`src/rtl/fetch_unit.sv`:
```
// Instruction-fetch stage: owns the fetch PC, issues reads to a 1-cycle
// synchronous instruction memory and hands {instr, pc} to decode through an
// output register backed by a one-entry skid buffer.
module fetch_unit #(
    parameter int unsigned PC_W  = 9,
    parameter int unsigned INS_W = 32
) (
    input  logic             clk,
    input  logic             reset,
    input  logic             PcSel,
    input  logic [31:0]      BrPC,
    output logic [PC_W-1:0]  imem_addr,
    output logic             imem_en,
    input  logic [INS_W-1:0] imem_rdata,
    output logic             id_valid,
    input  logic             id_ready,
    output logic [INS_W-1:0] id_instr,
    output logic [PC_W-1:0]  id_pc
);

    logic [PC_W-1:0]  fetch_pc_q, fetch_pc_d;
    logic             inflight_q, inflight_d;
    logic [PC_W-1:0]  inflight_pc_q, inflight_pc_d;
    logic             out_valid_q, out_valid_d;
    logic [INS_W-1:0] out_instr_q, out_instr_d;
    logic [PC_W-1:0]  out_pc_q, out_pc_d;
    logic             skid_valid_q, skid_valid_d;
    logic [INS_W-1:0] skid_instr_q, skid_instr_d;
    logic [PC_W-1:0]  skid_pc_q, skid_pc_d;

    logic [1:0]       occ;
    logic [1:0]       load;
    logic             drain;
    logic             out_free;
    logic             issue;
    logic [PC_W-1:0]  redirect_pc;

    // Only the in-range, word-aligned part of the branch target is used.
    logic unused_br;
    assign unused_br   = ^{BrPC[31:PC_W], BrPC[1:0]};
    assign redirect_pc = {BrPC[PC_W-1:2], 2'b00};

    // Entries that would still be held after this cycle's drain; issuing only
    // while this is below 2 guarantees the returning word always has a slot.
    assign occ      = 2'(out_valid_q) + 2'(skid_valid_q) + 2'(inflight_q);
    assign drain    = out_valid_q && id_ready;
    assign load     = occ - 2'(drain);
    assign out_free = !out_valid_q || id_ready;
    assign issue    = reset && !PcSel && (load < 2'd2);

    assign imem_en   = issue;
    assign imem_addr = fetch_pc_q;
    assign id_valid  = out_valid_q;
    assign id_instr  = out_instr_q;
    assign id_pc     = out_pc_q;

    // Next state: redirect flushes everything, otherwise issue and return.
    always_comb begin
        fetch_pc_d    = fetch_pc_q;
        inflight_d    = inflight_q;
        inflight_pc_d = inflight_pc_q;
        out_valid_d   = out_valid_q;
        out_instr_d   = out_instr_q;
        out_pc_d      = out_pc_q;
        skid_valid_d  = skid_valid_q;
        skid_instr_d  = skid_instr_q;
        skid_pc_d     = skid_pc_q;

        if (PcSel) begin
            fetch_pc_d   = redirect_pc;
            inflight_d   = 1'b0;
            out_valid_d  = 1'b0;
            skid_valid_d = 1'b0;
        end else begin
            if (issue) begin
                inflight_d    = 1'b1;
                inflight_pc_d = fetch_pc_q;
                fetch_pc_d    = fetch_pc_q + PC_W'(3'd4);
            end else begin
                inflight_d = 1'b0;
            end

            if (out_free) begin
                if (skid_valid_q) begin
                    // Older skid entry goes out first; new word refills skid.
                    out_valid_d = 1'b1;
                    out_instr_d = skid_instr_q;
                    out_pc_d    = skid_pc_q;
                    if (inflight_q) begin
                        skid_instr_d = imem_rdata;
                        skid_pc_d    = inflight_pc_q;
                    end else begin
                        skid_valid_d = 1'b0;
                    end
                end else if (inflight_q) begin
                    out_valid_d = 1'b1;
                    out_instr_d = imem_rdata;
                    out_pc_d    = inflight_pc_q;
                end else begin
                    out_valid_d = 1'b0;
                end
            end else if (inflight_q) begin
                skid_valid_d = 1'b1;
                skid_instr_d = imem_rdata;
                skid_pc_d    = inflight_pc_q;
            end
        end
    end

    // State registers with asynchronous active-low clear.
    always_ff @(posedge clk or negedge reset) begin
        if (!reset) begin
            fetch_pc_q    <= '0;
            inflight_q    <= 1'b0;
            inflight_pc_q <= '0;
            out_valid_q   <= 1'b0;
            out_instr_q   <= '0;
            out_pc_q      <= '0;
            skid_valid_q  <= 1'b0;
            skid_instr_q  <= '0;
            skid_pc_q     <= '0;
        end else begin
            fetch_pc_q    <= fetch_pc_d;
            inflight_q    <= inflight_d;
            inflight_pc_q <= inflight_pc_d;
            out_valid_q   <= out_valid_d;
            out_instr_q   <= out_instr_d;
            out_pc_q      <= out_pc_d;
            skid_valid_q  <= skid_valid_d;
            skid_instr_q  <= skid_instr_d;
            skid_pc_q     <= skid_pc_d;
        end
    end

endmodule

```
`config.mk`:
```
export PLATFORM = sky130hd
export DESIGN_NAME = fetch_unit
export DESIGN_NICKNAME = d
export VERILOG_FILES = /design/src/rtl/fetch_unit.sv
export SDC_FILE = /design/constraint.sdc
export NUM_CORES = 1
export LEC_CHECK = 0
export CORE_AREA = 5 5 100 102
export DETAILED_ROUTE_END_ITERATION = 6
export DIE_AREA = 0 0 105 107
export PLACE_DENSITY = 0.79
export SLEW_MARGIN = 20
export SYNTH_ARGS = -nofsm -noshare
export SYNTH_HDL_FRONTEND = slang
export SYNTH_SLANG_ARGS = --single-unit
```
`constraint.sdc`:
```
create_clock -name clk -period 3 [get_ports clk]
set_clock_uncertainty 0.15 [all_clocks]
set_input_delay 0.6 -clock clk [delete_from_list [all_inputs] [get_ports clk]]
set_output_delay 0.6 -clock clk [all_outputs]
set_load 0.02 [all_outputs]
```
[After elaboration in Yosys (flattened, before gate mapping)]
Cells that the tools add are included.
Word-level totals
  register bits after elaboration: 103
  bits of input ports: 68
  output and inout bits: 52
  logic and storage cells: 51
Operators by class
  add/subtract/negate cells: 4
  $lt $le $gt $ge: 1
  equal/unequal tests: 1
  muxes and demuxes: 22
  bitwise gates (word level): 1
  reduce and logical (&&, ||, !) cells: 13
Operator list (count)
  32-bit two-way mux: 5
  9-bit two-way mux: 7
  1-bit two-way mux: 10
  9-bit by 3-bit adder with 9-bit output, second input constant: 1
  2-bit nonzero test: 3
  2-bit AND reduction: 2
  1-bit logical AND: 3
  3-bit AND reduction: 1
  3-bit nonzero test: 1
  1-bit by 1-bit adder with 2-bit output: 1
  2-bit by 1-bit adder with 2-bit output: 1
  1-bit zero test: 2
  2-bit < comparator, second input constant: 1
  2-bit inequality test, second input constant: 1
  2-bit by 1-bit subtractor with 2-bit output: 1
  1-bit logical OR: 1
  1-bit inverter: 1

[Longest topological paths before layout]
  depth in word-level cells: 7
  depth in mapped cells: 9
  mapped depth without buffers: 8

[Worst setup path before layout]
No wires, ideal clock.
  path kind: input to output
  start: in id_ready
  end: out imem_en
  data arrival time: 2.224 ns
  data required time: 2.250 ns
  path slack: 0.026 ns
  stages: 8
  cells stage by stage: and2_1 ha_1 inv_1 ha_1 a21oi_2 mux2i_2 nor2b_1 buf_2
On the way
  cells in the longest elaborated chain, start to end: 4
RTL lines
  from (decl): line 16  | input logic id_ready,
  1-bit logical AND: line 46  | assign drain = out_valid_q && id_ready;
  2-bit by 1-bit subtractor with 2-bit output: line 47  | assign load = occ - 2'(drain);
  2-bit < comparator: line 49  | assign issue = reset && !PcSel && (load < 2'd2);
  1-bit logical AND: line 49
  to (decl): line 13  | output logic imem_en,
Every way passes these cells.

[Final worst setup path]
  start: reg out_valid_q, in the netlist id_valid
  end: out imem_en
On the way
  cells in the longest elaborated chain, start to end: 5
  elaborated cells on any way between the ends: 6
RTL lines
  from (decl): line 24  | logic out_valid_q, out_valid_d;
  from (signal assigned): line 126  | out_valid_q <= out_valid_d;
  1-bit by 1-bit adder with 2-bit output: line 45  | assign occ = 2'(out_valid_q) + 2'(skid_valid_q) + 2'(inflight_q);
  2-bit by 1-bit adder with 2-bit output: line 45
  2-bit by 1-bit subtractor with 2-bit output *: line 47
  2-bit < comparator *: line 49
  1-bit logical AND *: line 49
Every way passes the cells marked *; elsewhere a longest branch is shown, timed or not.

==> reports/metrics.cfg <==
[timing]
hold_ws_ps=137
fmax_mhz=349
finalSetupViolations=0
setup_ws_ps=132
period_needed_ps=2870
hold_viol=0
rsz0062_at_grt=no
relSlewSlack=0.422
worst_pin_slew_ps=867
slew_viol_final=0
final.setup.tns_ps=0
period_share=0.956

[logic_synthesis]
syn_inst=340
ys_async_sr_fraction=1.00
yosysMostFrequentCell=dfrtp_1
yosysWarnings=0
syn_avg_cell_area_um2=12.3
ys_seq_area_frac=0.568
synth_top_area_frac=0.568
synth.area.top_cells=dfrtp_1, mux2_2, mux2i_1, a21oi_1, nor2_1
synth_edf_count=0
synth_top_flop_cell=dfrtp_1
synth_commonest_cells=dfrtp_1, nor2_1, mux2i_1
ys_seq_elements=95
synthesis.area_um2=4190
yosysTopAreaCell=dfrtp_1
synthDistinctLibCells=36

[drt]
vias=2874
wl_um=8670
drt_pass1_iterations=4
avgRoutedWirePerCell_um=15.7
drcViolationCount=0
drtIter0Drc=126
viasPerCell=5.21
ant_nets=0

[worst_setup_path]
cp-end-kind=output pin
r2r_slack_ps=450
critical_path_arrival_ps=2120
required_ps=2250
worst_r2r_startpoint=id_valid
critical_path_class=flip-flop to output pin
crit_top_cell=ha_4
crit_family=adder cells
crit_buf_inv=2
max_stage_delay_ps=380
cp_cell_sequence=and2_4 > ha_4 > inv_2 > ha_4 > a21oi_4 > mux2i_2 > nor2b_4 > buf_6
critPathLaunchType=flip-flop
rr_worst_depth=10
critical_path_peak_fanout=2
reg2reg_to=imem_addr[3]
critPathSlowestCell=dfrtp_1

[die]
die_w_um=105
die_h_um=107
coreArea_um2=9020
start_util=0.464
rows=35
fp.dieArea_um2=11200
io_pins=120

[clock_network]
cts_tree=yes
numCtsBuffers=9
htree_levels=3
max-clock-path-buffers=2
cts.sinks=95
clkLatencyLatePin_ps=340
clockRootBuffer=clkbuf_8
cts-hold-fix-buffers=0
clkTransAtPathRegs_ps=90

[status]
status=finished, final reports clean

[layout]
final_cells=552
n_antenna_cell=0
drive_gt1_frac=0.215
fillers=716
syn_to_final_growth_pct=31.2
nets=507

[global_routing]
gr-total-overflow=0
grt_use_met1=0.219
grtUsageTotal=0.158
grt_pass1_vias=2984
busiest_layer=met2
gr-usage-met3=0.0337
use_met2=0.252
grt_max_degree=72
grt_pass1_wl_um=14500
grt_antenna_before_repair=0

[placed_design]
port_buffers=90
preCtsSetupSlack_ps=-839
place_inst=535
gp_congestion=0.771
dp_hpwl_um=5910

[power]
vdd_drop_max_v=0.000300
powerDensity_nw_per_um2=666
leakage_nw=2.34
power.total_mw=3.66

[job]
max-cap-violations=0

[min_path]
min_path_type=primary input to asynchronous set/reset pin

-- state kept, by name, summed over array words and instances, names as in the netlist, 7 cells and up --
name / cells
id_pc: 7
inflight_pc_q: 7
skid_pc_q: 7
id_instr: 32
skid_instr_q: 32
imem_addr: 7
-- how the worst max path moves through the flow --
| stage | start | end | slack (ps) | cells past startpoint |
|---|---|---|---|---|
| floorplan | id_ready | imem_en | 30 | 8 |
| global placement | id_ready | imem_en | -800 | 9 |
| detailed placement | id_ready | imem_en | -840 | 9 |
| CTS | id_valid | imem_en | 10 | 8 |
| global route | id_valid | imem_en | 20 | 8 |
| finish | id_valid | imem_en | 130 | 8 |
-- repair_timing --
item / in CTS / in global routing
buffers inserted: 0 / 1
resized for setup: 11 / 5
endpoints found under the setup margin: 1 / 1
pin swaps: 4 / 3
-- placed cells by master (no fill, tap or decap), types with 2 or more instances in the layout --
cell type,count
o21ai_0,2
buf_4,17
conb_1,4
mux2_2,39
mux2_4,10
mux2i_1,42
nor2_1,43
inv_1,2
bufinv_16,2
a22oi_1,3
nand3_1,2
nand2_1,7
a21oi_1,40
ha_4,2
nor2b_1,3
nor3_1,4
dfrtp_1,94
nand4_1,2
clkdlybuf4s50_1,87
clkbuf_8,10
nand2b_1,2
-- cell families (layout without fill, tap and decap cells) --
kind of cell               Yosys count  count (layout)  share of synthesized area
buffers and inverters               27             125                     0.0338
AOI/OAI and AO/OA                   50              50                     0.0657
muxes                               92              92                      0.244
xor gates and xnor gates             2               2                    0.00418
adders and majority gates            3               3                    0.00896
other                                1               4                   0.000895
and+or+nand+nor                     70              70                     0.0747
DFF                                 95              95                      0.568
-- power breakdown --
part / total, mW / leakage (nW) / switching, mW / internal [mW]
registers: 1.73 / 1.14 / 0.176 / 1.56
logic: 1.01 / 1.09 / 0.466 / 0.541
clock network: 0.919 / 0.110 / 0.426 / 0.493
total: 3.66 / 2.34 / 1.07 / 2.59
-- per-layer routing --
layer	part of all wire	vias to the layer above
met4	0.011	0
met5	0	-
met2	0.47	74
met3	0.049	10
met1	0.47	1421
li1	-	1369
-- per-stage QoR --
stage / util / cell area, um2
detailed placement: 0.579 / 5230
CTS: 0.605 / 5450
global route: 0.609 / 5500
finish: 0.609 / 5500
floorplan: - / 4200
global placement: 0.579 / 5230
-- layout make-up --
| class | count | area, um2 | area share |
|---|---|---|---|
| inverters | 3 | 11.3 | 0.00205 |
| multi-input cells | 221 | 1730 | 0.315 |
| clock buffers | 11 | 141 | 0.0257 |
| clock inverters | 5 | 81.3 | 0.0148 |
| repair buffers | 106 | 1010 | 0.185 |
| flip-flops and latches | 95 | 2380 | 0.433 |
| well taps | 111 | 139 | 0.0253 |
No activity file was read; power rests on OpenSTA's default activity.
==> patch (same flow settings) <==
`INS_W`: 32 -> 48.
--- a/src/rtl/fetch_unit.sv
+++ b/src/rtl/fetch_unit.sv
@@ -5,3 +5,3 @@
     parameter int unsigned PC_W  = 9,
-    parameter int unsigned INS_W = 32
+    parameter int unsigned INS_W = 48
 ) (
Ports: changed (resized id_instr and imem_rdata); port bits go from 120 to 152. The function was not compared with the original's and may differ.
==> patch against the unedited design <==
- the flow now finishes with violations (setup timing)
- sequential share of layout area decreased by 1.7 points
- routed wire length increased by 56%
- count of clock-buffer cells in the layout increased by 7
- utilization increased by 24 points
- largest power group unchanged
- sequential cell count increased by 32
- total power increased by 61%
- design area increased by 39%
- synthesized cell count increased by 31%
- fmax decreased by 5.3%
- sequential power increased by 36%
- worst setup slack got worse by 160 ps
- synthesized area increased by 36%
- clock power increased by 130%
- cell count increased by 26%
==> patch: results (changes against the unedited design) <==
| Metric | Value |
|---|---|
| Status | `complete, but fails checks` |
| Violated checks | `setup timing` |
| Worst skew pair latency | `510 ps (+170 ps)` |
| Asr flop ratio synth | `100% (unchanged)` |
| Nets | `658 (+30%)` |
| Critical path's largest stage delay | `380 ps (about the same)` |
| Arr. time, crit path | `2280 ps (+160 ps)` |
| Max VDD drop | `486 µV (+62%)` |
| DR pass1 iterations | `4 (unchanged)` |
| TNS Setup | `-30.4 ps (-30.4 ps)` |
| Worst slew pin tran | `1010 ps (+142 ps)` |
| Hold crit path type | `input port to async pin` |
| Antenna cells | `0 (unchanged)` |
| Largest net degree at the start of global routing | `111 (+54%)` |
| TritonCTS Buffers | `17 (+8)` |
| R2R cell count | `5 (-5)` |
| Worst reg2reg path startpoint | `skid_valid_q` |
| Ys flop type | `dfrtp_1` |
| Root buf cell | `clkbuf_8` |
| CP delay by family, top | `adder cells` |
| Starting DRC count in detailed routing | `215 (+71%)` |
| Net Sw Frac | `28.5% (-0.71 points)` |
| Yosys warnings | `0 (unchanged)` |
| Routed len/inst | `19.4 µm (+24%)` |
| Post-DP HPWL | `8040 µm (+36%)` |
| Setup violators final | `1 (+1)` |
| Vias in the first global route | `4,265 (+43%)` |
| Total GRT Usage | `24.6% (+8.8 points)` |
| First-pass GRT wire length | `21,900 µm (+51%)` |
| Pleak | `3.37 nW (+44%)` |
| Layout Cells excl Fill | `694 (+26%)` |
| Gpl congestion | `0.828 (+7.4%)` |
| Synth top cells by count | `127 x dfrtp_1, 59 x nor2_1, 58 x mux2i_1` |
| IO Port Bufs | `122 (+36%)` |
| Internal reg-to-reg setup slack | `400 ps (-50 ps)` |
| Register area share after synthesis | `55.9% (-0.85 points)` |
| R2r endpoint | `skid_instr_q[18]` |
| Worst setup margin | `-30.4 ps (-162 ps)` |
| Cell variety after synth | `34 (-5.6%)` |
| Syn Inst Count | `444 (+31%)` |
| CP startpoint | `id_valid` |
| Worst-case clock buffer depth | `2 (unchanged)` |
| H-tree Lvls | `4 (+1)` |
| Clk slew on worst S/H paths | `60 ps (-30 ps)` |
| CP max-delay cell | `dfrtp_1` |
| Share of layout cells above drive strength 1 | `21.3% (-0.27 points)` |
| Crit Path Max Fanout | `2 (unchanged)` |
| Pre-CTS setup slack | `-790 ps (+48.5 ps)` |
| Via Count | `3,904 (+36%)` |
| Initial antenna violation count | `0 (unchanged)` |
| Top cells by area, synth | `dfrtp_1 56%, mux2_4 13%, mux2i_1 10%` |
| Setup crit end | `imem_en` |
[patch: through the flow]
step	total power, mW	instance area, µm²
floorplan	3.05	5700
global placement	3.66	6980
detailed placement	3.73	6980
CTS	5.91	7620
global route	6.12	7660
finish	5.88	7660
[patch: worst min path at each step]
| stage | depth (start not counted) | end | from | slack [ps] |
|---|---|---|---|---|
| CTS | 2 | id_valid | reset | 150 |
| floorplan | 0 | id_instr[0] | reset | 150 |
| global route | 2 | id_valid | reset | 200 |
| finish | 2 | id_valid | reset | 120 |
| detailed placement | 1 | skid_instr_q[35] | skid_instr_q[35] | 340 |
| global placement | 1 | skid_instr_q[1] | skid_instr_q[1] | 340 |
[patch: area by class of cell]
type | instances | area [µm²]
sequential | 127 | 3180
multi-input combinational | 285 | 2350
fill | 460 | 1360
timing repair buffer | 137 | 1360
clock buffer | 18 | 428
clock inverter | 13 | 188
tap | 111 | 139
inverter | 3 | 11.3
[patch: layer usage]
layer	GRT usage, %	up-vias	routed length (µm)
li1	-	1794	-
met4	7.95	0	195
met2	41.5	122	6860
met5	0	-	0
met1	31.2	1974	5750
met3	6.32	14	685
[patch: kinds of logic (layout without fill, tap and decap cells)]
group                      after synthesis  in the layout  share of synthesized area [%]
AOI/OAI and AO/OA                       66             66                           6.18
xor gates and xnor gates                 2              2                          0.308
adders and majority gates                3              3                          0.660
buffers and inverters                   35            171                           3.79
DFF                                    127            127                           55.9
muxes                                  124            124                           26.6
other                                    1              4                         0.0660
and+or+nand+nor                         86             86                           6.47
[patch: timing repair]
action / CTS / global route
cloned: 0 / 0
setup buffers: 2 / 0
pin swaps: 3 / 3
gates resized for setup: 9 / 5
setup endpoints to repair: 1 / 1
[patch: power by group through the flow]
stage	Combinational, mW	Sequential [mW]	Clock, mW
floorplan	0.515	2.53	0
global placement	1.33	2.33	0
detailed placement	1.38	2.35	0
CTS	1.41	2.34	2.15
global route	1.50	2.39	2.23
finish	1.40	2.35	2.13
